==> config.mk <==
export PLATFORM = sky130hd
export DESIGN_NAME = sprite_blit_ctrl
export DESIGN_NICKNAME = d
export VERILOG_FILES = /design/src/rtl/sprite_blit_ctrl.sv
export SDC_FILE = /design/constraint.sdc
export NUM_CORES = 1
export LEC_CHECK = 0
export BUFFER_PORTS_ARGS = -buffer_cell sky130_fd_sc_hd__clkbuf_2
export CORE_ASPECT_RATIO = 1.4
export CORE_MARGIN = 2
export CORE_UTILIZATION = 35
export CTS_CLUSTER_SIZE = 8
export DETAILED_ROUTE_END_ITERATION = 10
export PLACE_DENSITY = 0.58
export RECOVER_POWER = 25
export SYNTH_ARGS = -nofsm -noshare
export SYNTH_HDL_FRONTEND = slang
export SYNTH_SLANG_ARGS = --single-unit
==> constraint.sdc <==
create_clock -name Clk -period 5.8 [get_ports Clk]
set_input_delay 0.58 -clock Clk [delete_from_list [all_inputs] [get_ports Clk]]
set_output_delay 0.58 -clock Clk [all_outputs]
set_load 0.02 [all_outputs]
==> src/rtl/sprite_blit_ctrl.sv <==
// sprite_blit_ctrl
//   Command sequencer that owns the frame RAM write port. It runs two operations:
//     CLEAR : fill the whole FB_W x FB_H frame with cmd_color, one pixel per cycle.
//     BLIT  : copy a w x h sprite, stored row-major in a sync-read ROM at spr_base, to
//             frame position (x,y). Pixels equal to TRANSP are skipped, and pixels that
//             land outside the frame are clipped. Skipped and clipped pixels still use
//             their cycle.
//
// Handshake: a command is accepted on any rising edge where cmd_valid && cmd_ready.
//   cmd_ready is high only in IDLE, and all cmd_* fields and spr_base are captured on
//   that edge. cmd_valid and the fields are don't-care while busy. done pulses for one
//   cycle when an op ends, and cmd_ready rises on the following cycle.
//
// Ports
//   Clk, Reset                  clock, synchronous active-high reset
//   cmd_valid/cmd_ready         command handshake
//   cmd_op                      0 = CLEAR, 1 = BLIT
//   cmd_x/y/w/h, cmd_color      command fields
//   spr_base                    sprite ROM address of sprite pixel (0,0)
//   src_addr / src_data         sprite ROM read port (data valid 1 cycle after address)
//   fb_we / fb_addr / fb_data   frame RAM write port
//   busy, done                  status; busy == ~cmd_ready, done is a 1-cycle pulse
//   state_dbg                   current FSM state, for observation only
module sprite_blit_ctrl #(
  parameter int FB_W    = 20,
  parameter int FB_H    = 20,
  parameter int ADDR_W  = 19,
  parameter int DATA_W  = 4,
  parameter int COORD_W = 5,
  parameter int TRANSP  = 0
) (
  input  logic               Clk,
  input  logic               Reset,
  input  logic               cmd_valid,
  output logic               cmd_ready,
  input  logic               cmd_op,
  input  logic [COORD_W-1:0] cmd_x,
  input  logic [COORD_W-1:0] cmd_y,
  input  logic [COORD_W-1:0] cmd_w,
  input  logic [COORD_W-1:0] cmd_h,
  input  logic [DATA_W-1:0]  cmd_color,
  input  logic [ADDR_W-1:0]  spr_base,
  output logic [ADDR_W-1:0]  src_addr,
  input  logic [DATA_W-1:0]  src_data,
  output logic               fb_we,
  output logic [ADDR_W-1:0]  fb_addr,
  output logic [DATA_W-1:0]  fb_data,
  output logic               busy,
  output logic               done,
  output logic [2:0]         state_dbg
);

  typedef enum logic [2:0] {
    S_IDLE  = 3'd0,
    S_CLEAR = 3'd1,
    S_BLIT  = 3'd2,
    S_DRAIN = 3'd3,
    S_DONE  = 3'd4
  } state_t;

  localparam logic [ADDR_W-1:0]  LAST_PIX = ADDR_W'(FB_W * FB_H - 1);
  localparam logic [COORD_W:0]   FB_W_C   = (COORD_W + 1)'(FB_W);
  localparam logic [COORD_W:0]   FB_H_C   = (COORD_W + 1)'(FB_H);
  localparam logic [DATA_W-1:0]  TRANSP_C = DATA_W'(TRANSP);

  state_t state, state_d;

  logic [COORD_W-1:0] x_q, y_q, w_q, h_q;
  logic [DATA_W-1:0]  color_q;
  logic [ADDR_W-1:0]  base_q;
  logic [ADDR_W-1:0]  cnt;       // CLEAR pixel address, or BLIT issue index k
  logic [COORD_W-1:0] col, row;  // BLIT position of index k inside the sprite

  // One-deep write slot: the address and clip result of the pixel issued last cycle.
  // Its ROM data arrives this cycle on src_data.
  logic               pend;
  logic [ADDR_W-1:0]  slot_addr;
  logic               slot_inb;

  logic               last_issue;
  logic [COORD_W:0]   dx, dy;    // one bit wider so the sums cannot wrap
  logic               in_bounds;
  logic [ADDR_W-1:0]  pix_addr;

  always_comb begin
    last_issue = (col == w_q - COORD_W'(1)) && (row == h_q - COORD_W'(1));
    dx         = {1'b0, x_q} + {1'b0, col};
    dy         = {1'b0, y_q} + {1'b0, row};
    in_bounds  = (dx < FB_W_C) && (dy < FB_H_C);
    pix_addr   = ADDR_W'(dy) * ADDR_W'(FB_W) + ADDR_W'(dx);
  end

  // Next-state logic
  always_comb begin
    state_d = state;
    case (state)
      S_IDLE: begin
        if (cmd_valid) begin
          if (!cmd_op)                             state_d = S_CLEAR;
          else if (cmd_w == '0 || cmd_h == '0)     state_d = S_DONE;
          else                                     state_d = S_BLIT;
        end
      end
      S_CLEAR: if (cnt == LAST_PIX) state_d = S_DONE;
      S_BLIT:  if (last_issue)      state_d = S_DRAIN;
      S_DRAIN: state_d = S_DONE;
      S_DONE:  state_d = S_IDLE;
      default: state_d = S_IDLE;
    endcase
  end

  always_ff @(posedge Clk) begin
    if (Reset) begin
      state     <= S_IDLE;
      x_q       <= '0;
      y_q       <= '0;
      w_q       <= '0;
      h_q       <= '0;
      color_q   <= '0;
      base_q    <= '0;
      cnt       <= '0;
      col       <= '0;
      row       <= '0;
      pend      <= 1'b0;
      slot_addr <= '0;
      slot_inb  <= 1'b0;
    end else begin
      state <= state_d;
      if (state == S_IDLE && cmd_valid) begin
        x_q     <= cmd_x;
        y_q     <= cmd_y;
        w_q     <= cmd_w;
        h_q     <= cmd_h;
        color_q <= cmd_color;
        base_q  <= spr_base;
        cnt     <= '0;
        col     <= '0;
        row     <= '0;
      end else if (state == S_CLEAR) begin
        cnt <= cnt + ADDR_W'(1);
      end else if (state == S_BLIT) begin
        cnt <= cnt + ADDR_W'(1);
        if (col == w_q - COORD_W'(1)) begin
          col <= '0;
          row <= row + COORD_W'(1);
        end else begin
          col <= col + COORD_W'(1);
        end
      end
      pend      <= (state == S_BLIT);
      slot_addr <= pix_addr;
      slot_inb  <= in_bounds;
    end
  end

  // Outputs. pend is only ever set in BLIT or DRAIN, so IDLE and DONE never write.
  always_comb begin
    cmd_ready = (state == S_IDLE);
    busy      = (state != S_IDLE);
    done      = (state == S_DONE);
    state_dbg = state;
    src_addr  = '0;
    fb_we     = 1'b0;
    fb_addr   = '0;
    fb_data   = '0;
    if (state == S_BLIT) src_addr = base_q + cnt;
    if (state == S_CLEAR) begin
      fb_we   = 1'b1;
      fb_addr = cnt;
      fb_data = color_q;
    end else if (pend) begin
      fb_we   = slot_inb && (src_data != TRANSP_C);
      fb_addr = slot_addr;
      fb_data = src_data;
    end
  end

endmodule

==> results_dict.tcl <==
set metrics [dict create \
    status "finished with violations" \
    violations "max-capacitance violations, max-slew violations" \
    power_density_mw_per_mm2 243 \
    power.leakage_uw 0.00303 \
    pin_count 100 \
    power_uw 1590 \
    multi_input_area_mm2 0.00360 \
    crit_path_start_kind "input port" \
    crit_chain "clkbuf_2 -> clkbuf_1 -> inv_1 -> nand2_1 -> or4_1 -> nand2_1" \
    wl_met3_um 495 \
    hold_path_class "input port to register" \
    period_minus_slack_ns 4.09 \
    cap_violations 1 \
    tns_ns 0 \
    m1WireLength_mm 6.32 \
    antennaDiodeCount 0 \
    die_h_um 154 \
    synth_seq_area_share_pct 31.7 \
    synth_ff_type "dfxtp_1" \
    synth_compound_area_share_pct 16.2 \
    cp_data_required_time_ns 6.03 \
    port_buffers 99 \
    antenna_found_initial 0 \
    switching_share_pct 30.4 \
    area_delta_synth_final_pct 16.8 \
    seqCellArea_mm2 0.00178 \
    ys_seq_elements 89 \
    nets 915 \
    intPower_uw 1110 \
    synth_top_area_share_pct 31.7 \
    grt_max_degree 59 \
    row_count 54 \
    synth_cells 729 \
    drt_iter0_markers 200 \
    critPathMaxFanout 58 \
    crit_arrival_ns 4.31 \
    synth_mux_area_share_pct 0.713 \
    ys_async_sr_fraction_pct 0 \
    clkTransAtPathRegs_ns 0.07 \
    wl_per_cell_um 15.3 \
    vdd_drop_max_mv 0.112 \
    synthesis.nets 829 \
    post_cts_buffers 0 \
    cts-root-buf "clkbuf_16" \
    final.period_utilization_pct 70.5 \
    finalSetupViolations 0 \
    p_switching_uw 485 \
    synth.avg_cell_area_um2 7.70 \
    synth.area.top_cells "dfxtp_1, nand2_1, ha_1" \
    ys.warnings.count 0 \
    rsz0062_at_grt "no" \
    max_freq_ghz 0.245 \
    first_pass_iters 4 \
    vias 5209 \
    clockPowerShare_pct 37.1 \
    grt_pass1_vias 5137 \
    synth_cell_types 54 \
    cts_buffer_depth 2 \
    vias_per_cell 5.13 \
    synthAdderAreaFrac_pct 11.6 \
    critPathCaptureType "register" \
    seqPwrFrac_pct 43.2 \
    synth_top_cell_by_area "dfxtp_1" \
    dieWidth_um 111 \
    comb_power_share_pct 19.7 \
    cp_slowest_cell "clkbuf_1" \
    cts_hold_buf 0 \
    synth_top_family_by_area "simple AND/OR/NAND/NOR gates" \
    instances_no_fill 1015 \
    synth-simple-area-share_pct 25.5 \
    initial_core_util_pct 35.8 \
    top_layer "met4" \
    crit_type "input port to register" \
    layout-drive-gt1-share_pct 14.3 \
    slew_headroom_pct -86.0 \
    clk_latency_ns 0.34 \
    synthXorXnorAreaFrac_pct 9.91 \
    numCtsBuffers 9 \
    dr_wl_met2_mm 8.11 \
    clock-sinks 89 \
    finalHoldViolCount 0 \
    netlist_area_mm2 0.00562 \
    worst_pin_slew_ns 2.79 \
    wirelength_mm 15.5 \
    die-area_mm2 0.0171 \
    core_area_mm2 0.0157 \
    drc 0 \
    synth_edf_count 0 \
    grt_usage_pct 18.4 \
    grt_pass1_wl_mm 25.4 \
    globalplace.congestion 0.832 \
    fillers 1700 \
    grt_overflow 0 \
    cp_common_cell "nand2_1" \
    dpl.hpwl_mm 12.0 \
    fin_worst_skew_ns 0.00638 \
    cts_htree_levels 3 \
    max_stage_delay_ns 1.97 \
    slew_violations 59 \
    dp_cells 1000 \
    cts_tree "yes" \
    ant_nets 0 \
    cts_resized 0 \
]
## metal layers
| metal | vias to the layer above | global-route usage (%) |
|---|---|---|
| li1 | 2678 | - |
| met5 | - | 0 |
| met4 | 0 | 8.64 |
| met3 | 37 | 2.60 |
| met2 | 106 | 34.3 |
| met1 | 2388 | 20.5 |
## state kept, by name, indices dropped and copies added, names as in the netlist
| name | count |
|---|---|
| h_q | 5 |
| color_q | 4 |
| row | 5 |
| pend | 1 |
| base_q | 19 |
| col | 5 |
| cnt | 19 |
| y_q | 5 |
| w_q | 5 |
| slot_addr | 12 |
| x_q | 5 |
| state_dbg | 3 |
| slot_inb | 1 |
## cell usage after synthesis, types with 6 or more instances
master	count
a21o_1	19
a21oi_1	70
and3_1	19
clkbuf_1	23
dfxtp_1	89
ha_1	44
inv_1	32
nand2_1	153
nand3_1	25
nand4_1	9
nor2_1	61
nor3_1	14
o21ai_0	17
o21bai_1	6
or4_1	6
xnor2_1	33
xor2_1	28
## worst max-delay path, delay by kind of cell
family                 cells  cell delay, ns
buffers and inverters      3            2.58
and+or+nand+nor            3            1.13
## power groups by stage
stage	Combinational [uW]	Clock [uW]	Sequential, uW
2_1_floorplan	228	0	689
3_3_place_gp	317	0	702
3_5_place_dp	318	0	703
4_1_cts	320	604	689
5_1_grt	355	630	695
6_report	314	591	688
## layout by cell type (no fill, tap or decap), drive strengths merged, types with 3 or more instances in the layout
master / Yosys / routed
nand2: 153 / 153
clkbuf: 23 / 111
dfxtp: 89 / 89
a21oi: 70 / 70
nor2: 61 / 61
ha: 44 / 44
xnor2: 33 / 33
inv: 32 / 32
xor2: 28 / 28
nand3: 25 / 25
a21o: 19 / 19
and3: 19 / 19
o21ai: 17 / 17
nor3: 14 / 14
nand4: 9 / 9
o21bai: 6 / 6
or4: 6 / 6
a211oi: 5 / 5
nand2b: 5 / 5
nor4: 5 / 5
fa: 5 / 5
a31oi: 4 / 4
nor3b: 4 / 4
mux2i: 4 / 4
nor2b: 4 / 4
and2: 3 / 3
or3: 3 / 3
o31a: 3 / 3
a31o: 3 / 3
o31ai: 3 / 3
buf: 5 / 3
## path summary, 6_finish.rpt
check / start / to / slack (ns) / depth (start not counted)
min: spr_base[16] / base_q[16] / 0.45 / 3
max: Reset / row[3] / 1.71 / 6
min reg2reg: color_q[3] / color_q[3] / 0.46 / 2
max reg2reg: row[0] / slot_addr[9] / 2.14 / 16
## cell families (layout without fill, tap and decap cells)
| kind of cell | after synthesis | after routing |
|---|---|---|
| xor gates and xnor gates | 62 | 62 |
| other | 1 | 1 |
| and+or+nand+nor | 317 | 317 |
| buffers and inverters | 60 | 150 |
| muxes | 4 | 4 |
| AOI/OAI and AO/OA | 147 | 147 |
| DFF | 89 | 89 |
| adders and majority gates | 49 | 49 |
## per-stage QoR
step                hold WS, ns  setup WS, ns  util [%]  cell area (um^2)
finish                    0.454          1.71      41.8              6560
global route              0.445          1.26      41.8              6560
CTS                       0.444          2.02      41.9              6570
detailed placement        0.449          2.19      40.0              6270
global placement          0.446          2.28      40.0              6270
floorplan                 0.437          2.47         -              5620
## final cells by class
class,instances,share of cell area (%)
multi-input cells,580,54.9
clock inverters,4,0.820
clock buffers,11,3.70
inverters,32,1.83
well taps,196,3.74
repair buffers,103,7.84
flip-flops and latches,89,27.2
No activity file was read; power rests on OpenSTA's default activity.
